`config.mk`:
```
export PLATFORM = sky130hd
export DESIGN_NAME = sd_spi_cmd_controller_flat
export DESIGN_NICKNAME = d
export VERILOG_FILES = /design/src/rtl/sd_spi_cmd_controller_if.sv /design/src/rtl/sd_spi_cmd_controller.sv /design/src/flat_wrapper.sv
export SDC_FILE = /design/constraint.sdc
export NUM_CORES = 1
export LEC_CHECK = 0
export CAP_MARGIN = 30
export CORE_ASPECT_RATIO = 2
export CORE_MARGIN = 1.5
export CORE_UTILIZATION = 38
export DETAILED_ROUTE_END_ITERATION = 7
export HOLD_SLACK_MARGIN = 0.15
export PLACE_DENSITY = 0.62
export SLEW_MARGIN = 5
export SYNTH_ARGS = -nofsm -noshare
export SYNTH_HDL_FRONTEND = slang
export SYNTH_SLANG_ARGS = --single-unit
```
`constraint.sdc`:
```
create_clock -name CLK -period 7.45 [get_ports CLK]
set_clock_uncertainty 0.1 [all_clocks]
set_input_delay 0.745 -clock CLK [delete_from_list [all_inputs] [get_ports CLK]]
set_output_delay 0.745 -clock CLK [all_outputs]
set_load 0.03 [all_outputs]
```
`src/rtl/sd_spi_cmd_controller_if.sv`:
```
// rtl/sd_spi_cmd_controller_if.sv - forwarded-command valid/ready handshake
interface sd_spi_cmd_controller_if;
   logic        cmd_valid;
   logic [5:0]  cmd_index;
   logic [31:0] cmd_arg;
   logic        cmd_ready;

   modport master (output cmd_valid, output cmd_index, output cmd_arg, input cmd_ready);
   modport slave  (input cmd_valid, input cmd_index, input cmd_arg, output cmd_ready);
endinterface

```
`src/rtl/sd_spi_cmd_controller.sv`:
```
// rtl/sd_spi_cmd_controller.sv - SD SPI-mode command framer, CRC7 checker and responder
module sd_spi_cmd_controller #(
   parameter int          CRC_CHECK    = 1,
   parameter int          NCR_BYTES    = 1,
   parameter int          ACMD41_POLLS = 2,
   parameter logic [31:0] OCR          = 32'hC0FF8000
) (
   input  logic       CLK,
   input  logic       reset_n,
   input  logic       CS,
   input  logic [7:0] rx_byte,
   input  logic       rx_changed,
   output logic [7:0] tx_byte,
   output logic       tx_load,
   output logic       card_ready,
   output logic       crc_error,
   sd_spi_cmd_controller_if.master cmd
);
   localparam logic [3:0] NCR_N   = 4'(NCR_BYTES);
   localparam logic [7:0] POLLS_N = 8'(ACMD41_POLLS);

   typedef enum logic [2:0] {HUNT, FRAME, CHECK, DISPATCH, WAIT_NCR, RESP} state_t;

   state_t      state;
   logic        rx_changed_q;
   logic        be;
   logic [47:0] frame;
   logic [2:0]  byte_cnt;
   logic        idle;
   logic        app_flag;
   logic [7:0]  acmd_cnt;
   logic [39:0] resp;
   logic [2:0]  resp_cnt;
   logic [3:0]  ncr_cnt;
   logic        drop_resp;

   logic        crc_bad, is_cmd0, is_cmd8, is_cmd55, is_acmd41, is_cmd58;
   logic        known, illegal, go_dispatch, leave_idle, idle_next;
   logic [5:0]  idx;
   logic [31:0] arg;
   logic [7:0]  acmd_next, r1;
   logic [39:0] resp_next;
   logic [2:0]  len_next;

   function automatic logic [6:0] crc7(input logic [39:0] d);
      logic [6:0] c;
      logic       fb;
      c = '0;
      for (int i = 39; i >= 0; i--) begin
         fb = c[6] ^ d[i];
         c  = {c[5:0], 1'b0} ^ (fb ? 7'h09 : 7'h00);
      end
      return c;
   endfunction

   assign be = rx_changed & ~rx_changed_q;

   // Decode of the completed frame; only consumed in CHECK.
   always_comb begin
      idx         = frame[45:40];
      arg         = frame[39:8];
      crc_bad     = (CRC_CHECK != 0) && (frame[7:0] != {crc7(frame[47:8]), 1'b1});
      is_cmd0     = (idx == 6'd0);
      is_cmd8     = (idx == 6'd8);
      is_cmd55    = (idx == 6'd55);
      is_acmd41   = (idx == 6'd41) && app_flag;
      is_cmd58    = (idx == 6'd58);
      known       = is_cmd0 | is_cmd8 | is_cmd55 | is_acmd41 | is_cmd58;
      acmd_next   = (acmd_cnt == 8'hFF) ? acmd_cnt : acmd_cnt + 8'd1;
      leave_idle  = is_acmd41 && (acmd_next >= POLLS_N);
      idle_next   = crc_bad ? idle : (is_cmd0 ? 1'b1 : (leave_idle ? 1'b0 : idle));
      illegal     = !crc_bad && !known && idle;
      go_dispatch = !crc_bad && !known && !idle;
      r1          = {4'b0000, crc_bad, illegal, 1'b0, idle_next};
      resp_next   = {r1, 32'h0};
      len_next    = 3'd1;
      if (!crc_bad && is_cmd8) begin
         resp_next = {r1, 16'h0000, 4'h0, arg[11:8], arg[7:0]};
         len_next  = 3'd5;
      end else if (!crc_bad && is_cmd58) begin
         resp_next = {r1, OCR};
         len_next  = 3'd5;
      end
   end

   always_ff @(posedge CLK or negedge reset_n) begin
      if (!reset_n) begin
         state         <= HUNT;
         rx_changed_q  <= 1'b0;
         frame         <= '0;
         byte_cnt      <= '0;
         idle          <= 1'b1;
         app_flag      <= 1'b0;
         acmd_cnt      <= '0;
         resp          <= '0;
         resp_cnt      <= '0;
         ncr_cnt       <= '0;
         drop_resp     <= 1'b0;
         tx_byte       <= 8'hFF;
         tx_load       <= 1'b0;
         card_ready    <= 1'b0;
         crc_error     <= 1'b0;
         cmd.cmd_valid <= 1'b0;
         cmd.cmd_index <= '0;
         cmd.cmd_arg   <= '0;
      end else begin
         rx_changed_q <= rx_changed;
         tx_load      <= 1'b0;
         if (CS && state != DISPATCH) begin
            state   <= HUNT;
            tx_byte <= 8'hFF;
         end else begin
            case (state)
               HUNT: if (be && rx_byte[7:6] == 2'b01) begin
                  frame    <= {40'h0, rx_byte};
                  byte_cnt <= 3'd1;
                  state    <= FRAME;
               end
               FRAME: if (be) begin
                  frame    <= {frame[39:0], rx_byte};
                  byte_cnt <= byte_cnt + 3'd1;
                  if (byte_cnt == 3'd5) state <= CHECK;
               end
               CHECK: begin
                  resp      <= resp_next;
                  resp_cnt  <= len_next;
                  ncr_cnt   <= '0;
                  drop_resp <= 1'b0;
                  if (crc_bad) begin
                     crc_error <= 1'b1;
                  end else begin
                     app_flag <= is_cmd55;
                     if (is_cmd0) begin
                        idle       <= 1'b1;
                        card_ready <= 1'b0;
                        acmd_cnt   <= '0;
                        crc_error  <= 1'b0;
                     end
                     if (is_acmd41) begin
                        acmd_cnt <= acmd_next;
                        if (leave_idle) begin
                           idle       <= 1'b0;
                           card_ready <= 1'b1;
                        end
                     end
                  end
                  if (go_dispatch) begin
                     cmd.cmd_valid <= 1'b1;
                     cmd.cmd_index <= idx;
                     cmd.cmd_arg   <= arg;
                     state         <= DISPATCH;
                  end else begin
                     state <= WAIT_NCR;
                  end
               end
               // A deselect while waiting still lets the handshake finish, but the R1 is dropped.
               DISPATCH: begin
                  if (cmd.cmd_ready) begin
                     cmd.cmd_valid <= 1'b0;
                     state         <= (CS || drop_resp) ? HUNT : WAIT_NCR;
                  end else if (CS) begin
                     drop_resp <= 1'b1;
                  end
               end
               WAIT_NCR: if (be) begin
                  tx_byte <= 8'hFF;
                  tx_load <= 1'b1;
                  ncr_cnt <= ncr_cnt + 4'd1;
                  if (ncr_cnt + 4'd1 >= NCR_N) state <= RESP;
               end
               RESP: if (be) begin
                  tx_load <= 1'b1;
                  if (resp_cnt != 3'd0) begin
                     tx_byte  <= resp[39:32];
                     resp     <= {resp[31:0], 8'h00};
                     resp_cnt <= resp_cnt - 3'd1;
                  end else begin
                     tx_byte <= 8'hFF;
                     state   <= HUNT;
                  end
               end
               default: state <= HUNT;
            endcase
         end
      end
   end
endmodule

```
`src/flat_wrapper.sv`:
```
// flat-port wrapper written by rule: the top's interface ports become plain ports
module sd_spi_cmd_controller_flat 
#(
   parameter int          CRC_CHECK    = 1,
   parameter int          NCR_BYTES    = 1,
   parameter int          ACMD41_POLLS = 2,
   parameter logic [31:0] OCR          = 32'hC0FF8000
)
  (CLK, reset_n, CS, rx_byte, rx_changed, tx_byte, tx_load, card_ready, crc_error, cmd_cmd_valid, cmd_cmd_index, cmd_cmd_arg, cmd_cmd_ready);
  sd_spi_cmd_controller_if cmd_i ();
  input  logic CLK;
  input  logic reset_n;
  input  logic CS;
  input  logic [7:0] rx_byte;
  input  logic rx_changed;
  output logic [7:0] tx_byte;
  output logic tx_load;
  output logic card_ready;
  output logic crc_error;
  output wire logic [$bits(cmd_i.cmd_valid)-1:0] cmd_cmd_valid;
  output wire logic [$bits(cmd_i.cmd_index)-1:0] cmd_cmd_index;
  output wire logic [$bits(cmd_i.cmd_arg)-1:0] cmd_cmd_arg;
  input wire logic [$bits(cmd_i.cmd_ready)-1:0] cmd_cmd_ready;
  assign cmd_cmd_valid = cmd_i.cmd_valid;
  assign cmd_cmd_index = cmd_i.cmd_index;
  assign cmd_cmd_arg = cmd_i.cmd_arg;
  assign cmd_i.cmd_ready = cmd_cmd_ready;
  sd_spi_cmd_controller #(.CRC_CHECK(CRC_CHECK), .NCR_BYTES(NCR_BYTES), .ACMD41_POLLS(ACMD41_POLLS), .OCR(OCR)) u_core (.CLK(CLK), .reset_n(reset_n), .CS(CS), .rx_byte(rx_byte), .rx_changed(rx_changed), .tx_byte(tx_byte), .tx_load(tx_load), .card_ready(card_ready), .crc_error(crc_error), .cmd(cmd_i));
endmodule
```
==> results.ini <==
[cts]
post_cts_resized = 0
cts_num_sinks = 163
cts_tree = built
htreeDepth = 4
clkTransAtPathRegs_ns = 0.07
root_buffer = clkbuf_16
clock_tree.buffer_depth = 2
worstSkewPairLatency_ns = 0.43
cts_made_buffers = 17

[job]
drv_cap = 0

[sta]
fin_crit_sh = 0.599
hold_viol_final = 0
tns_ns = 0
grt_setup_unrepaired = false
fmax_ghz = 0.224
tightest_slew_ns = 0.934
fin_crit_ns = 4.46
slew_headroom = 0.369
final-max-slew-violation-count = 0
finalSetupViolCount = 0

[min_path]
hold_path.class = flop to flop
hold_path_depth = 1
min_from = u_core.resp[34]$_DFFE_PN0P_
hold_end = u_core.tx_byte[2]$_DFFE_PN1P_

[setup_path]
r2r-end = u_core.cmd.cmd_index[2]$_DFFE_PN0P_
start_kind = flop
cpLargestDelayFamily = XOR/XNOR gates
crit_fanout = 38
crit_path_top_delay_cell = buf_4
arrival_ns = 4.68
worst-setup-path-type = flop to flop
crit_path_cell_trace = xnor3_2 > xnor3_2 > xor3_1 > xnor3_1 > xnor3_1 > mux2i_1 > nor2_1 > buf_4 > nand4_1 > buf_4 > mux2_2
critPathBufInv = 2
ff2ff_path_depth = 11
r2r-start = u_core.frame[43]$_DFFE_PN0P_
cp-startpoint = u_core.frame[43]$_DFFE_PN0P_
max_stage_delay_ns = 0.55
end_kind = flop
crit_required_ns = 7.67
r2r_slack_ns = 2.99

[drt]
drtIter0Drc = 226
first_pass_iters = 5
dr_total_vias = 5666
routed_wl_um = 19600
wire_per_inst_um = 18.3
detail-route-antenna-nets = 0
post-route-drc-count = 0
vias_per_cell = 5.27

[die]
initial_core_util = 0.389
die_h_um = 211
core-area_um2 = 21100
num_rows = 75
die_w_um = 107
die-area_um2 = 22600
ioPinCount = 63

[layout]
nets = 814
n_fill_cell = 1985
area_growth_pct = 17.2
drive_gt1_frac = 0.134
diodes = 0
multi_input_area_um2 = 3850
regArea_um2 = 4090
stdcell_count = 1075

[pwr]
power.static_leakage_nw = 4.24
vdd_drop_max_uv = 140
power_density_nw_per_um2 = 248

[logic_synthesis]
synth-edff-count = 0
yosys_warnings = 0
syn_nets = 776
syn_area_per_cell_um2 = 10.9
synth-seq-cells = 163
synthCells = 755
syn_area_um2 = 8210
synth_cell_types = 63
yosysSeqAreaShare = 0.498
async_reset_ff_frac = 1.00
ys.flop_type = dfrtp_1

[place]
io_buffers = 62
gp_congestion = 0.790
dp_hpwl_um = 13700
dp.cells = 1041

[global_routing]
overflow = 0
grt_start_max_net_pins = 98
antenna_found_initial = 0
grt_pass1_wl_um = 31900
grt.total_usage = 0.186
grt_pass1_vias = 5716

[status]
status = finished, final reports clean

[Yosys cell counts (9+ instances only)]
| library cell | n | share of area |
|---|---|---|
| a21oi_1 | 31 | 0.019 |
| a22o_1 | 17 | 0.018 |
| and3_1 | 10 | 0.0076 |
| buf_2 | 10 | 0.0061 |
| clkbuf_1 | 37 | 0.017 |
| dfrtp_1 | 154 | 0.47 |
| dfstp_2 | 9 | 0.029 |
| inv_1 | 13 | 0.0059 |
| mux2_2 | 26 | 0.036 |
| mux2_4 | 20 | 0.037 |
| nand2_1 | 117 | 0.053 |
| nand3_1 | 14 | 0.0085 |
| nor2_1 | 37 | 0.017 |
| o21ai_0 | 61 | 0.037 |
| o22a_1 | 9 | 0.0096 |
| xnor2_1 | 35 | 0.037 |
| xnor3_1 | 19 | 0.052 |
| xor2_1 | 11 | 0.012 |
[where the power goes]
part	switching [mW]	internal, mW
registers	0.0751	0.949
clock network	0.410	0.454
logic	0.253	0.249
[cells by family after synthesis]
logic type,count (synthesis),share of synthesized area
and+or+nand+nor,234,0.130
DFF,163,0.498
adders and majority gates,8,0.0122
AOI/OAI and AO/OA,165,0.132
muxes,48,0.0747
buffers and inverters,66,0.0349
xor gates and xnor gates,71,0.118
[cells in the final DEF (no fill, tap or decap), types with 10 or more instances in the layout]
cell             synthesis  routed
xor2_1                  11      11
a22o_1                  17      17
o21ai_0                 61      60
dfrtp_1                154     154
xnor3_1                 19      19
mux2_2                  26      26
mux2_4                  20      20
xnor2_1                 35      35
inv_1                   13      13
a21oi_1                 31      31
clkbuf_16                0      17
and3_1                  10      10
nor2_1                  37      36
nand2_1                117     117
nand3_1                 14      14
clkdlybuf4s50_1          0      61
[layer usage]
metal	GRT usage	vias up	part of all wire
met4	0.0740	0	0.022
li1	-	2730	-
met5	0	-	0
met2	0.349	99	0.58
met1	0.209	2811	0.38
met3	0.0244	26	0.020
[layout make-up]
class                           count  area share
Timing Repair Buffer               72      0.0750
Multi-Input combinational cell    526       0.400
Sequential cell                   163       0.425
Clock buffer                       18      0.0456
Clock inverter                     14      0.0143
Inverter                           13     0.00507
Tap cell                          269      0.0350
[through the flow]
step | instance area (um2) | setup slack [ns] | total power, mW | hold WS, ns | util
2_1_floorplan | 8210 | 3.75 | 1.42 | 0.349 | -
3_3_place_gp | 8990 | 2.99 | 1.53 | 0.374 | 0.426
3_5_place_dp | 9010 | 2.96 | 1.54 | 0.379 | 0.427
4_1_cts | 9590 | 2.94 | 2.42 | 0.345 | 0.454
5_1_grt | 9620 | 2.71 | 2.51 | 0.408 | 0.456
6_report | 9620 | 2.99 | 2.39 | 0.394 | 0.456
[how the worst max path moves through the flow]
stage,to,depth (start not counted)
5_1_grt,u_core.cmd.cmd_arg[31]$_DFFE_PN0P_,11
3_3_place_gp,u_core.cmd.cmd_index[1]$_DFFE_PN0P_,11
6_report,u_core.cmd.cmd_index[2]$_DFFE_PN0P_,11
4_1_cts,u_core.cmd.cmd_index[4]$_DFFE_PN0P_,11
3_5_place_dp,u_core.cmd.cmd_arg[31]$_DFFE_PN0P_,11
2_1_floorplan,u_core.cmd.cmd_arg[11]$_DFFE_PN0P_,12
[timing repair]
action / CTS / global route
hold endpoints to repair: 0 / 1
hold buffers: 0 / 1
setup buffers: 0 / 0
[registers in the layout (all words and copies together), names as in the netlist]
| signal | cells |
|---|---|
| u_core.byte_cnt | 3 |
| u_core.rx_changed_q | 1 |
| u_core.ncr_cnt | 4 |
| u_core.frame | 48 |
| u_core.idle | 1 |
| u_core.state | 3 |
| u_core.card_ready | 1 |
| u_core.cmd.cmd_index | 6 |
| u_core.app_flag | 1 |
| u_core.resp | 40 |
| u_core.tx_load | 1 |
| u_core.crc_error | 1 |
| u_core.drop_resp | 1 |
| u_core.tx_byte | 8 |
| u_core.cmd.cmd_arg | 32 |
| u_core.cmd.cmd_valid | 1 |
| u_core.resp_cnt | 3 |
| u_core.acmd_cnt | 8 |
(Power assumes the default switching activity.)
